## config.mk

```make
export PLATFORM = sky130hd
export DESIGN_NAME = dp_neuron_collector
export DESIGN_NICKNAME = d
export VERILOG_FILES = /design/src/rtl/dp_neuron_collector.sv
export SDC_FILE = /design/constraint.sdc
export NUM_CORES = 1
export LEC_CHECK = 0
export CAP_MARGIN = 0
export CORE_ASPECT_RATIO = 1.75
export CORE_MARGIN = 2
export CORE_UTILIZATION = 40
export CTS_BUF_LIST = sky130_fd_sc_hd__clkbuf_4
export DETAILED_ROUTE_END_ITERATION = 8
export GPL_ROUTABILITY_DRIVEN = 0
export GPL_TIMING_DRIVEN = 0
export PLACE_DENSITY_LB_ADDON = 0.12
export SYNTH_ARGS = -nofsm -noshare
export SYNTH_HDL_FRONTEND = slang
export SYNTH_SLANG_ARGS = --single-unit
```

## constraint.sdc

```tcl
create_clock -name clk -period 13 [get_ports clk]
set_clock_uncertainty 0.2 [all_clocks]
set_input_delay 1.3 -clock clk [delete_from_list [all_inputs] [get_ports clk]]
set_output_delay 1.3 -clock clk [all_outputs]
set_load 0.1 [all_outputs]
```

## src/rtl/dp_neuron_collector.sv

```systemverilog
// Collects CHUNKS partial dot products per neuron, adds bias, applies ReLU and
// saturation, emits one activation per neuron and the argmax class after NEURONS.
module dp_neuron_collector #(
  parameter int VAL_SIZE = 26,
  parameter int CHUNKS   = 4,
  parameter int NEURONS  = 10,
  parameter int LATENCY  = 24,
  parameter int IDX_SIZE = 4,
  parameter int ACC_SIZE = VAL_SIZE + 4
) (
  input  logic                       clk,
  input  logic                       GlobalReset,
  input  logic                       start,
  input  logic signed [VAL_SIZE-1:0] dp_value,
  input  logic signed [VAL_SIZE-1:0] bias,
  output logic                       busy,
  output logic                       neuron_valid,
  output logic        [VAL_SIZE-1:0] neuron_value,
  output logic        [IDX_SIZE-1:0] neuron_index,
  output logic                       class_valid,
  output logic        [IDX_SIZE-1:0] class_index,
  output logic        [VAL_SIZE-1:0] class_value,
  output logic                       err
);

  localparam int WAIT_W  = (LATENCY > 1) ? $clog2(LATENCY) : 1;
  localparam int CHUNK_W = (CHUNKS > 1) ? $clog2(CHUNKS) : 1;

  localparam logic [WAIT_W-1:0]          WAIT_LOAD   = WAIT_W'(LATENCY - 1);
  localparam logic [CHUNK_W-1:0]         LAST_CHUNK  = CHUNK_W'(CHUNKS - 1);
  localparam logic [IDX_SIZE-1:0]        LAST_NEURON = IDX_SIZE'(NEURONS - 1);
  localparam logic signed [ACC_SIZE-1:0] SAT_MAX =
    {{(ACC_SIZE - VAL_SIZE + 1){1'b0}}, {(VAL_SIZE - 1){1'b1}}};

  typedef enum logic [1:0] {
    S_IDLE,
    S_WAIT,
    S_FINAL
  } state_t;

  state_t                       r_state;
  state_t                       w_state_next;
  logic        [WAIT_W-1:0]     r_wait_cnt;
  logic        [CHUNK_W-1:0]    r_chunk_cnt;
  logic        [IDX_SIZE-1:0]   r_neuron_cnt;
  logic signed [ACC_SIZE-1:0]   r_acc;
  logic        [VAL_SIZE-1:0]   r_best_val;
  logic        [IDX_SIZE-1:0]   r_best_idx;
  logic                         r_neuron_valid;
  logic        [VAL_SIZE-1:0]   r_neuron_value;
  logic        [IDX_SIZE-1:0]   r_neuron_index;
  logic                         r_class_valid;
  logic        [IDX_SIZE-1:0]   r_class_index;
  logic        [VAL_SIZE-1:0]   r_class_value;
  logic                         r_err;

  logic                         w_capture;
  logic                         w_last_chunk;
  logic                         w_last_neuron;
  logic signed [ACC_SIZE-1:0]   w_sum;
  logic        [VAL_SIZE-1:0]   w_result;
  logic                         w_take_best;
  logic        [VAL_SIZE-1:0]   w_best_val;
  logic        [IDX_SIZE-1:0]   w_best_idx;

  assign w_capture     = (r_state == S_WAIT) && (r_wait_cnt == '0);
  assign w_last_chunk  = (r_chunk_cnt == LAST_CHUNK);
  assign w_last_neuron = (r_neuron_cnt == LAST_NEURON);

  // Activation of the neuron finishing in FINAL, plus the argmax including it.
  // NOTE: every signal driven here gets a value on every path, so no latch is inferred.
  always_comb begin
    w_sum = r_acc + ACC_SIZE'(bias);
    if (w_sum[ACC_SIZE-1])
      w_result = '0;
    else if (w_sum > SAT_MAX)
      w_result = SAT_MAX[VAL_SIZE-1:0];
    else
      w_result = w_sum[VAL_SIZE-1:0];
    w_take_best = (r_neuron_cnt == '0) || (w_result > r_best_val);
    w_best_val  = w_take_best ? w_result : r_best_val;
    w_best_idx  = w_take_best ? r_neuron_cnt : r_best_idx;
  end

  always_comb begin
    w_state_next = r_state;
    case (r_state)
      S_IDLE:  if (start) w_state_next = S_WAIT;
      S_WAIT:  if (w_capture) w_state_next = w_last_chunk ? S_FINAL : S_IDLE;
      S_FINAL: w_state_next = S_IDLE;
      default: w_state_next = S_IDLE;
    endcase
  end

  // NOTE: sequential state uses non-blocking assignments so every register
  // samples pre-edge values regardless of statement order.
  always_ff @(posedge clk or posedge GlobalReset) begin
    if (GlobalReset) begin
      r_state        <= S_IDLE;
      r_wait_cnt     <= '0;
      r_chunk_cnt    <= '0;
      r_neuron_cnt   <= '0;
      r_acc          <= '0;
      r_best_val     <= '0;
      r_best_idx     <= '0;
      r_neuron_valid <= 1'b0;
      r_neuron_value <= '0;
      r_neuron_index <= '0;
      r_class_valid  <= 1'b0;
      r_class_index  <= '0;
      r_class_value  <= '0;
      r_err          <= 1'b0;
    end else begin
      r_state        <= w_state_next;
      r_neuron_valid <= 1'b0;
      r_class_valid  <= 1'b0;
      if (start && (r_state != S_IDLE))
        r_err <= 1'b1;

      case (r_state)
        S_IDLE: begin
          if (start)
            r_wait_cnt <= WAIT_LOAD;
        end
        S_WAIT: begin
          if (r_wait_cnt != '0) begin
            r_wait_cnt <= r_wait_cnt - 1'b1;
          end else begin
            r_acc       <= r_acc + ACC_SIZE'(dp_value);
            r_chunk_cnt <= w_last_chunk ? '0 : r_chunk_cnt + 1'b1;
          end
        end
        S_FINAL: begin
          r_neuron_valid <= 1'b1;
          r_neuron_value <= w_result;
          r_neuron_index <= r_neuron_cnt;
          r_best_val     <= w_best_val;
          r_best_idx     <= w_best_idx;
          r_acc          <= '0;
          if (w_last_neuron) begin
            r_class_valid <= 1'b1;
            r_class_index <= w_best_idx;
            r_class_value <= w_best_val;
            r_neuron_cnt  <= '0;
          end else begin
            r_neuron_cnt <= r_neuron_cnt + 1'b1;
          end
        end
        default: ;
      endcase
    end
  end

  assign busy         = (r_state != S_IDLE);
  assign neuron_valid = r_neuron_valid;
  assign neuron_value = r_neuron_value;
  assign neuron_index = r_neuron_index;
  assign class_valid  = r_class_valid;
  assign class_index  = r_class_index;
  assign class_value  = r_class_value;
  assign err          = r_err;

endmodule

```

==> flow_metrics.tcl <==
set metrics [dict create \
    setup_violations 0 \
    antenna_found_initial 1 \
    r2r-end "class_value[18]$_DFFE_PP0P_" \
    cts-htree-levels 4 \
    finalCritPeriodShare 0.611 \
    ys_seq_area_frac 0.368 \
    cts_resized 0 \
    post_synth_instance_area_um2 9240 \
    drt-pass1-iter-count 5 \
    remaining_drc_errors 0 \
    post-dp-hpwl_um 22500 \
    worstRegToRegCells 23 \
    slew_violations 0 \
    max_cap_violations 0 \
    endpoint "class_value[18]$_DFFE_PP0P_" \
    cts_setup_buffers 0 \
    syn_to_final_growth_pct 20.1 \
    wl_per_cell_um 18.7 \
    die_w_um 119 \
    worst_hold_path_type "reg2reg" \
    ys_types 71 \
    grt_use_total 0.238 \
    dp_slack_ns 4.50 \
    overflow 0 \
    rsz0062_at_grt "no" \
    drt_iter0_markers 444 \
    cp_max_fo 10 \
    fin_crit_ns 7.94 \
    sw_frac_of_total 0.500 \
    cts.sinks 136 \
    power_density_nw_per_um2 215 \
    insertion_delay_ns 0.60 \
    dieArea_um2 24400 \
    worstSetupStartpointType "input pin" \
    cts_hold_buf 0 \
    r2r-start "r_acc[14]$_DFFE_PP0P_" \
    grt_pass1_wl_um 45000 \
    synth_fp_nets 1208 \
    status "finished clean" \
    slew_headroom 0.344 \
    avgSynthCellArea_um2 8.68 \
    ioPinCount 119 \
    most-common-layout-cells "136 x dfrtp_1, 133 x o21ai_0, 121 x nand2_1, 118 x clkdlybuf4s50_1, 87 x ha_1" \
    root_buffer "clkbuf_4" \
    cts_buffers 17 \
    synth_warnings 0 \
    worst_slack_ns 5.06 \
    synth_edf_count 0 \
    netSwitchingPower_uw 1190 \
    required_ns 13.29 \
    final_hold_viol_count 0 \
    power_frac_clock 0.120 \
    layout_commonest_cell "dfrtp_1" \
    syn_inst 1064 \
    peakVddDrop_uv 87.9 \
    cp-startpoint "bias[0]" \
    worstSetupPathType "in2reg" \
    grt_pass1_vias 8588 \
    vias 8459 \
    share_comb_of_total_power 0.651 \
    grt_max_degree 97 \
    rows 73 \
    power_frac_seq 0.229 \
    core-area_um2 22700 \
    arrival_ns 8.23 \
    clock_path_buffers 2 \
    dieHeight_um 205 \
    cts_tree "built" \
    p_leak_uw 0.00490 \
    tns_ns 0 \
    viasPerCell 5.58 \
    yosys_most_used_dff "dfrtp_1" \
    clk_pin_slew_ns 0.13 \
    final_layout_size_suffix_gt1_frac 0.0494 \
    end_kind "flip-flop" \
    io_buffers 118 \
    synth_seq_cells 136 \
    ant_nets 0 \
    synthArstFlopShare 1.00 \
    start_util 0.406 \
    p_int_uw 1190 \
    fin_nets 1346 \
    ff2ff_setup_slack_ns 5.80 \
    routed_wl_um 28300 \
    worst_slew_pin_slew_ns 0.981 \
    max_freq_mhz 126 \
]
## cells in the mapped netlist, types with 12 or more instances
| master | count | area [um^2] |
|---|---|---|
| a21o_1 | 22 | 165 |
| nand4_1 | 12 | 75.1 |
| inv_1 | 62 | 233 |
| o22ai_1 | 12 | 75.1 |
| nand2b_1 | 12 | 75.1 |
| nor3_1 | 26 | 130 |
| ha_1 | 87 | 1090 |
| nor2_1 | 54 | 203 |
| nand2_1 | 121 | 454 |
| dfrtp_1 | 136 | 3400 |
| a21oi_1 | 80 | 400 |
| a31oi_1 | 12 | 75.1 |
| xor2_1 | 23 | 201 |
| nand3_1 | 42 | 210 |
| xnor2_1 | 30 | 263 |
| clkbuf_1 | 32 | 120 |
| o21ai_0 | 133 | 666 |
## power groups by stage
stage               logic, uW  clock network [uW]  registers [uW]
detailed placement       1540                   0             554
floorplan                1130                   0             543
global route             1730                 313             554
global placement         1530                   0             553
CTS                      1550                 296             545
finish                   1550                 287             546
## area by class of cell
class	instances	area, um^2
clock buffer	19	143
fill	2221	11600
timing repair buffer	119	1210
inverter	62	238
buffer	43	174
tap	300	375
multi-input combinational	823	5430
antenna	1	2.50
clock inverter	12	126
sequential	136	3400
## per-stage QoR
stage               instance area, um^2  total power (uW)  utilization  hold slack, ns  std cells
global placement                  10800              2080        0.475           0.242       1482
finish                            11100              2390        0.488           0.276       1515
floorplan                          9240              1670            -           0.246       1064
CTS                               11100              2390        0.488           0.278       1514
detailed placement                10800              2100        0.476           0.247       1483
global route                      11100              2600        0.488           0.308       1515
## sequential cells by signal, indices dropped and copies added, names as in the netlist
signal / flops
r_acc: 30
class_value: 26
r_wait_cnt: 5
neuron_valid: 1
r_best_idx: 4
r_best_val: 26
class_valid: 1
class_index: 4
r_state: 2
r_neuron_cnt: 4
neuron_value: 26
neuron_index: 4
r_chunk_cnt: 2
err: 1
## worst min path at each step
| stage | from | to | depth (start not counted) |
|---|---|---|---|
| 6_report | err$_DFFE_PP0P_ | err$_DFFE_PP0P_ | 1 |
| 3_3_place_gp | err$_DFFE_PP0P_ | err$_DFFE_PP0P_ | 1 |
| 2_1_floorplan | r_best_idx[0]$_DFFE_PP0P_ | r_best_idx[0]$_DFFE_PP0P_ | 2 |
| 3_5_place_dp | err$_DFFE_PP0P_ | err$_DFFE_PP0P_ | 1 |
| 4_1_cts | err$_DFFE_PP0P_ | err$_DFFE_PP0P_ | 1 |
| 5_1_grt | err$_DFFE_PP0P_ | err$_DFFE_PP0P_ | 1 |
## critical path, cell delays in order
cell             delay, ns
clkdlybuf4s50_1       0.47
ha_1                  0.19
inv_1                 0.06
fa_1                  0.37
nand2b_1              0.19
a21oi_1               0.19
a211oi_2              0.11
o311ai_1              0.66
o311ai_0              0.27
o211ai_2              0.16
o2111ai_4             0.25
clkbuf_1              0.35
o21ai_0               0.39
inv_1                 0.08
ha_1                  0.32
nand4_1               0.17
nor3_1                0.26
nand3_1               0.14
and2_0                0.18
a22o_1                0.31
or2_2                 0.33
clkbuf_1              0.25
a21oi_1               0.36
buf_1                 0.45
o21ai_0               0.23
o221a_1               0.17
## cell families after synthesis
| family | count (synthesis) | synth area share |
|---|---|---|
| DFF | 136 | 0.368 |
| xor gates and xnor gates | 53 | 0.0502 |
| AOI/OAI and AO/OA | 358 | 0.247 |
| other | 1 | 0.000406 |
| adders and majority gates | 89 | 0.122 |
| muxes | 5 | 0.00582 |
| buffers and inverters | 105 | 0.0440 |
| and+or+nand+nor | 317 | 0.162 |
## layer usage
layer / up-vias / global-route usage / wire length [um]
met5: - / 0 / 0
met4: 0 / 0.122 / 1350
met3: 73 / 0.0342 / 694
met2: 195 / 0.453 / 15500
met1: 4036 / 0.251 / 10700
li1: 4155 / - / -
No activity file was read; power rests on OpenSTA's default activity.
